`config.mk`:
```
export PLATFORM = sky130hd
export DESIGN_NAME = spi_flash_fetch
export DESIGN_NICKNAME = d
export VERILOG_FILES = /design/src/rtl/spi_flash_fetch.sv
export SDC_FILE = /design/constraint.sdc
export NUM_CORES = 1
export LEC_CHECK = 0
export ABC_AREA = 1
export BUFFER_PORTS_ARGS = -buffer_cell sky130_fd_sc_hd__buf_4
export CAP_MARGIN = 5
export CORE_ASPECT_RATIO = 1.25
export CORE_MARGIN = 4
export CORE_UTILIZATION = 61
export CTS_BUF_LIST = sky130_fd_sc_hd__clkbuf_4 sky130_fd_sc_hd__clkbuf_8 sky130_fd_sc_hd__clkbuf_16
export DETAILED_ROUTE_END_ITERATION = 12
export PLACE_DENSITY = 0.8
export SLEW_MARGIN = 25
export SYNTH_ARGS = -nofsm -noshare
export SYNTH_HDL_FRONTEND = slang
export SYNTH_SLANG_ARGS = --single-unit
```
`constraint.sdc`:
```
create_clock -name clk -period 2.7 [get_ports clk]
set_input_delay 0.27 -clock clk [delete_from_list [all_inputs] [get_ports clk]]
set_output_delay 0.27 -clock clk [all_outputs]
set_load 0.005 [all_outputs]
```
`src/rtl/spi_flash_fetch.sv`:
```
// Instruction fetch from single-SPI NOR flash (mode 0, READ 0x03).
// CS stays low after a fetch, so a PC+1 fetch only clocks the 16 data bits.
module spi_flash_fetch #(
  parameter int unsigned CLK_DIV   = 1,
  parameter logic [7:0]  CMD_READ  = 8'h03,
  parameter int unsigned CS_MIN    = 2,
  parameter bit          STREAM_EN = 1'b1
) (
  input  logic        clk,
  input  logic        rst_n,
  input  logic        req,
  input  logic [15:0] addr,
  input  logic        flush,
  output logic [15:0] instr,
  output logic        ready,
  output logic        busy,
  output logic        spi_cs_n,
  output logic        spi_sclk,
  output logic        spi_mosi,
  input  logic        spi_miso
);

  typedef enum logic [2:0] {IDLE, CMD, ADDR, READ, DONE, HOLD, DESEL} state_t;

  localparam logic [7:0] DIV_LAST = 8'(CLK_DIV - 1);
  localparam logic [7:0] CS_LAST  = 8'(CS_MIN - 1);

  state_t      state, state_nx;
  logic [7:0]  div_cnt, desel_cnt;
  logic [4:0]  bit_cnt, bit_last;
  logic [31:0] tx_sr;
  logic [15:0] rx_sr, cur_addr, next_addr, cmd_addr;
  logic        sclk_q, pending, stream_vld;
  logic        shifting, phase_end, rise, fall, bit_end, accept, abort;

  assign shifting  = (state == CMD) || (state == ADDR) || (state == READ);
  assign phase_end = shifting && (div_cnt == DIV_LAST);
  assign rise      = phase_end && !sclk_q;
  assign fall      = phase_end && sclk_q;
  assign bit_last  = (state == CMD) ? 5'd7 : (state == ADDR) ? 5'd23 : 5'd15;
  assign bit_end   = fall && (bit_cnt == bit_last);
  assign abort     = flush && (state != IDLE) && (state != DESEL);
  // A request taken during HOLD/DESEL is replayed from cur_addr once CS has been high long enough.
  assign accept    = req && ((state == IDLE) || ((state == HOLD) && !flush) ||
                             ((state == DESEL) && !pending));
  assign cmd_addr  = accept ? addr : cur_addr;
  assign spi_sclk  = sclk_q;

  always_ff @(posedge clk or negedge rst_n) begin
    if (!rst_n) state <= IDLE;
    else        state <= state_nx;
  end

  always_comb begin
    state_nx = state;
    spi_cs_n = 1'b0;
    spi_mosi = 1'b0;
    busy     = 1'b0;
    ready    = 1'b0;
    case (state)
      IDLE: begin
        spi_cs_n = 1'b1;
        if (req) state_nx = CMD;
      end
      CMD: begin
        busy     = 1'b1;
        spi_mosi = tx_sr[31];
        if (bit_end) state_nx = ADDR;
      end
      ADDR: begin
        busy     = 1'b1;
        spi_mosi = tx_sr[31];
        if (bit_end) state_nx = READ;
      end
      READ: begin
        busy = 1'b1;
        if (bit_end) state_nx = DONE;
      end
      DONE: begin
        ready    = 1'b1;
        state_nx = STREAM_EN ? HOLD : DESEL;
      end
      HOLD: begin
        if (req) state_nx = (stream_vld && (addr == next_addr)) ? READ : DESEL;
      end
      DESEL: begin
        spi_cs_n = 1'b1;
        busy     = pending;
        if (desel_cnt == CS_LAST) state_nx = (pending || accept) ? CMD : IDLE;
      end
      default: state_nx = IDLE;
    endcase
    if (abort) state_nx = DESEL;
  end

  always_ff @(posedge clk or negedge rst_n) begin
    if (!rst_n) begin
      div_cnt    <= '0;
      desel_cnt  <= '0;
      bit_cnt    <= '0;
      sclk_q     <= 1'b0;
      tx_sr      <= '0;
      rx_sr      <= '0;
      instr      <= '0;
      cur_addr   <= '0;
      next_addr  <= '0;
      pending    <= 1'b0;
      stream_vld <= 1'b0;
    end else begin
      if (state_nx != state) begin
        div_cnt <= '0;
        sclk_q  <= 1'b0;
        bit_cnt <= '0;
      end else if (phase_end) begin
        div_cnt <= '0;
        sclk_q  <= ~sclk_q;
        if (sclk_q) bit_cnt <= bit_cnt + 5'd1;
      end else if (shifting) begin
        div_cnt <= div_cnt + 8'd1;
      end

      if (state_nx == CMD && state != CMD)
        tx_sr <= {CMD_READ, 7'b0, cmd_addr, 1'b0};
      else if (state_nx == DESEL || state_nx == IDLE)
        tx_sr <= '0;
      else if (fall && (state == CMD || state == ADDR))
        tx_sr <= {tx_sr[30:0], 1'b0};

      if (rise && state == READ) rx_sr <= {rx_sr[14:0], spi_miso};
      if (state == READ && state_nx == DONE) instr <= rx_sr;
      if (state == DONE) next_addr <= cur_addr + 16'd1;
      if (accept) cur_addr <= addr;

      desel_cnt <= (state == DESEL) ? desel_cnt + 8'd1 : 8'd0;

      if (state_nx == DESEL || state_nx == IDLE) stream_vld <= 1'b0;
      else if (state == DONE)                    stream_vld <= STREAM_EN;

      if (abort || (state == DESEL && state_nx != DESEL))
        pending <= 1'b0;
      else if (accept && (state == DESEL || state_nx == DESEL))
        pending <= 1'b1;
    end
  end

endmodule

```
==> flow_summary.ini, run 1 <==
[cells_and_area]
n_fill_cell = 749
area_growth_pct = 19.0
diodes = 0
final_common_cell = nand2_1
design_area_um2 = 7490
ff_latch_area_um2 = 3050
nets = 885
drive_above_1_share_pct = 15.3
multi_input_area_um2 = 2640
mostFrequentLayoutCells = nand2_1 (222), dfrtp_1 (121), inv_1 (115)

[sta]
fin_crit_sh_pct = 92.1
worst_pin_slew_ps = 600
finalClockSkew_ps = 5.53
fmax_ghz = 0.402
setup_slack_ps = 212
maxSlewViolCount = 0
slew_headroom_pct = 60.0
setup_viol = 0
fin_crit_ps = 2490
hold_viol_final = 0

[critical_path]
arrival_ps = 2790
start_kind = flop
crit_slowest_cell = dfrtp_2
crit_chain = nor2_2 -> nand2_1 -> nand2_1 -> inv_2 -> nand2_1 -> nand2_1 -> nand3_1 -> nand2_1 -> nor2_1 -> nand3_2 -> nand2_1 -> nand2_1 -> buf_4 -> nand3_1 -> nand2_1 -> nand2_1 -> nand2_1
critPathMaxStageDelay_ps = 480
worstSetupPathType = reg2reg
crit_top_cell = nand2_1
endpoint_kind = flop
critPathMaxFanout = 17
worstPathRequired_ps = 3000

[floorplan]
chipHeight_um = 122
ioPinCount = 42
placementRows = 41
start_util_pct = 62.3
core_area_um2 = 10100
die_w_um = 98.8
die-area_um2 = 12000

[global_route]
track_usage_pct = 25.6
grt_pass1_vias = 5562
grt_pass1_wl_mm = 24.9
grt-ovfl-total = 0
grt_max_degree = 53
grt_antenna_before_repair = 0

[detailed_routing]
drt_wl_total_mm = 14.3
vias = 5445
drc = 0
dr.pass1.iters = 5
via_per_inst = 5.45
ant_nets = 0
wl_per_cell_um = 14.3
drt_iter0_drc = 355

[placed_design]
place_area_um2 = 6750
port_buffers = 41
dp_hpwl_mm = 9.73
place_ws_ps = 161
gp_congestion = 0.888

[hold_path]
min_path_type = in2reg

[flow_run]
drv_cap = 0

[logic_synthesis]
synth.avg_cell_area_um2 = 7.83
yosys_warnings = 0
synth_top_area_cell = dfrtp_1
syn_area_um2 = 6290
ys_ff_latch = 122
synthArstFlopShare_pct = 100
synth_top_area_share_pct = 48.5
ys_types = 36
synth-edff-count = 0
ys.flop_type = dfrtp_1
syn_nets = 831
synth_area_leaders = dfrtp_1 (49%), nand2_1 (13%), inv_1 (6.9%)
synthCells = 804
ys_seq_area_share_pct = 48.5

[power]
p_leak_nw = 3.84
power_per_cell_area_nw_per_um2 = 1220
peakVddDrop_mv = 0.676

[clocking]
cts_root_buffer = clkbuf_16
clk_pin_slew_worst_paths_ps = 50
cts_buffer_depth = 2
clk_latency_ps = 410
htreeDepth = 4
cts_made_buffers = 17
cts_tree = built
numClockSinks = 122

[run_status]
outcome = finished clean
[final timing paths]
check | from | end | slack [ps] | cells past startpoint
hold reg to reg | next_addr[15] | next_addr[15] | 480 | 2
hold / removal | spi_miso | rx_sr[0] | 100 | 2
min in group asynchronous | rst_n | cur_addr[0] | 410 | 2
setup / recovery | state[2] | tx_sr[2] | 210 | 17
setup reg to reg | state[2] | tx_sr[2] | 210 | 17
max in group asynchronous | rst_n | rx_sr[13] | 1520 | 3
[registers in the layout, summed over array words and instances, names as in the netlist]
register	count
bit_cnt	5
spi_sclk	1
state	3
instr	16
next_addr	16
desel_cnt	8
pending	1
div_cnt	8
rx_sr	16
tx_sr	31
stream_vld	1
cur_addr	16
[power by group]
group / switching [mW] / leakage (nW) / internal, mW
Combinational: 2.59 / 1.90 / 1.42
Sequential: 0.316 / 1.61 / 2.33
Clock: 0.766 / 0.324 / 1.74
[layout make-up]
type                            instances  area share [%]
Sequential cell                       122            40.8
Multi-Input combinational cell        529            35.2
Timing Repair Buffer                   64            6.83
Clock buffer                           24            6.63
Inverter                              124            6.21
Clock inverter                          7            2.17
Tap cell                              129            2.16
[kinds of logic after synthesis]
family                   Yosys count  share of synthesized area [%]
multiplexers                       3                          0.517
XOR/XNOR                          23                           3.20
adder cells (fa/ha/maj)            6                           1.19
AO/OA/AOI/OAI                     88                           7.12
flip-flops                       122                           48.5
buffers and inverters            153                           9.80
AND/OR/NAND/NOR                  409                           29.6
[per-layer routing]
layer / track usage (%) / vias up / wire length, um
met2: 44.2 / 151 / 7390
met1: 30.3 / 2605 / 5840
li1: - / 2651 / -
met5: 0 / - / 0
met3: 6.07 / 38 / 644
met4: 11.5 / 0 / 435
[Yosys cell counts (2+ instances only)]
cell type    n
a21oi_1     10
a31oi_1      2
buf_1        2
buf_2        4
buf_4        4
buf_6        3
clkbuf_1    16
dfrtp_1    122
ha_1         6
inv_1      115
inv_2        8
mux2_2       2
nand2_1    222
nand2_2      5
nand3_1     42
nand3_2      2
nand3_4      2
nand4_1     40
nor2_1      60
nor2_4       5
nor3_1      16
nor3b_1      3
o21ai_0     66
o21ai_1      7
o22ai_1      2
or2_2        7
xnor2_1      2
xor2_1      21
[metrics by stage]
step | total power [mW] | cells | util [%] | hold slack, ps | setup TNS [ps]
2_1_floorplan | 5.48 | 804 | - | -25.6 | 0
3_3_place_gp | 6.12 | 960 | 66.8 | 315 | 0
3_5_place_dp | 6.31 | 960 | 66.8 | 319 | 0
4_1_cts | 8.90 | 992 | 73.4 | 88.7 | 0
5_1_grt | 9.86 | 999 | 74.1 | 99.3 | -24.0
6_report | 9.16 | 999 | 74.1 | 97.6 | 0
[repair_timing]
item	4_1_cts	5_1_grt
resized for setup	0	6
hold buffers	1	0
endpoints found under the setup margin	0	32
hold endpoints to repair	43	0
buffers inserted	0	7
[critical path: cells and delay by family (launching register included)]
family	cells	cell delay, ps
simple gates	15	1580
flops	1	480
buf+inv	2	290
Note: power is estimated with default switching activity, not from simulation.
==> run 2, diff against run 1 <==
==> constraint.sdc (replaced) <==
create_clock -name clk -period 2.7 [get_ports clk]
set_input_delay 0.135 -clock clk [delete_from_list [all_inputs] [get_ports clk]]
set_output_delay 0.135 -clock clk [all_outputs]
set_load 0.005 [all_outputs]
==> flow_summary.ini, run 2 (synthesized netlist as in run 1, its figures left out) <==
[sta]
slew_headroom_pct = 63.2
fin_crit_sh_pct = 92.9
maxSlewViolCount = 0
hold_viol_final = 0
setup_slack_ps = 193
setup_viol = 0
finalClockSkew_ps = 6.48
worst_pin_slew_ps = 551
fin_crit_ps = 2510
fmax_ghz = 0.399
setup_tns_ps = 0

[critical_path]
r2r-end = tx_sr[11]
rr_worst_depth = 15
arrival_ps = 2810
crit_slowest_cell = dfrtp_1
r2r_start = state[2]
critPathMaxFanout = 20
reg2reg_setup_slack_ps = 190
endpoint_kind = flop
critPathMaxStageDelay_ps = 490
worstSetupPathType = reg2reg
worstPathRequired_ps = 3010
start_kind = flop
crit_top_cell = nand2_1
crit_chain = nor2_1 -> nand2_1 -> nand2_1 -> inv_2 -> nand2_1 -> nand2_1 -> nand3_1 -> nand4_2 -> nand2_1 -> nand2_1 -> nand2_1 -> buf_6 -> nand4_1 -> nand2_1 -> inv_1

[hold_path]
min_path_type = in2reg
hold_start = addr[10]
holdPathStages = 3
hold_end = cur_addr[10]

[placed_design]
place_area_um2 = 6740
place_ws_ps = 166
dp_hpwl_mm = 9.54
port_buffers = 41
gp_congestion = 0.905

[cells_and_area]
final_common_cell = nand2_1
nets = 880
diodes = 0
largest_register = tx_sr
drive_above_1_share_pct = 14.4
design_area_um2 = 7450
area_growth_pct = 18.5
mostFrequentLayoutCells = nand2_1 (222), dfrtp_1 (122), inv_1 (115)
n_fill_cell = 709
largest_reg_flops = 31

[clocking]
clk_pin_slew_worst_paths_ps = 60
cts_buffer_depth = 2
clk_latency_ps = 420
htreeDepth = 4
cts_tree = built
numClockSinks = 122
cts_made_buffers = 17
cts_root_buffer = clkbuf_16

[floorplan]
start_util_pct = 62.3
ioPinCount = 42
die_w_um = 98.8
core_area_um2 = 10100
placementRows = 41
chipHeight_um = 122
die-area_um2 = 12000

[global_route]
grt_pass1_vias = 5341
grt_pass1_wl_mm = 24.6
grt_antenna_before_repair = 0
grt-ovfl-total = 0
grt_max_degree = 107
track_usage_pct = 25.3

[detailed_routing]
drt_iter0_drc = 371
highest_layer = met4
via_per_inst = 5.42
ant_nets = 0
drc = 0
dr.pass1.iters = 5
wl_met1_mm = 5.95
wl_per_cell_um = 14.3
vias = 5396
drt_wl_total_mm = 14.3
dr_wl_met2_mm = 7.35
met3_length_um = 640

[power]
p_leak_nw = 3.81
power_per_cell_area_nw_per_um2 = 1210
peakVddDrop_mv = 0.738

[run_status]
outcome = finished clean

[flow_run]
drv_cap = 0
[run 2: changes by cell type in the layout (fill, tap and decap cells not counted), sizes merged]
cell | before | now
buf | 63 | 57
clkbuf | 24 | 21
clkinv | 2 | 4
clkinvlp | 1 | 3
dlygate4sd3 | 1 | 2
[run 2: critical path, delay by kind of cell (launching register included)]
| family | cells | cell delay (ps) |
|---|---|---|
| buffers and inverters | 3 | 320 |
| DFF | 1 | 490 |
| and+or+nand+nor | 12 | 1570 |
[run 2: routing by layer]
metal | GRT usage [%] | up-vias
met5 | 0 | -
met4 | 10.4 | 0
met3 | 5.15 | 37
met2 | 43.7 | 159
met1 | 30.9 | 2563
li1 | - | 2637
[run 2: area by class of cell]
cell class                      count  area [um^2]  share of cell area [%]
Sequential cell                   122         3050                    41.0
Tap cell                          129          161                    2.17
Timing Repair Buffer               59          477                    6.39
Clock inverter                     11          191                    2.57
Clock buffer                       21          474                    6.36
Multi-Input combinational cell    529         2630                    35.3
Inverter                          124          465                    6.24
[run 2: per-stage QoR]
step	hold WS, ps	util (%)	std cells	power, mW
after floorplan	-161	-	804	5.48
after global placement	21.7	66.7	959	6.12
after detailed placement	23.7	66.7	959	6.32
after CTS	8.51	73.5	993	8.93
after global routing	30.8	73.8	995	9.69
final	24.0	73.8	995	9.02
[run 2: timing repair]
action | CTS | global route
buffers inserted | 0 | 2
hold buffers | 2 | 0
endpoints found under the hold margin | 17 | 0
setup endpoints to repair | 0 | 24
gates resized for setup | 0 | 3
[run 2: worst max path at each step]
stage                            to  cells after the start        from
final                     tx_sr[11]                     15    state[2]
after global routing      tx_sr[15]                     17    state[2]
after CTS                  spi_sclk                      9    state[2]
after detailed placement   spi_sclk                      9    state[2]
after global placement     spi_sclk                      9    state[2]
after floorplan           tx_sr[24]                     17  div_cnt[0]
[run 2: report_power, final]
| part | internal (mW) | switching, mW |
|---|---|---|
| clock network | 1.72 | 0.826 |
| registers | 2.33 | 0.312 |
| logic | 1.30 | 2.54 |
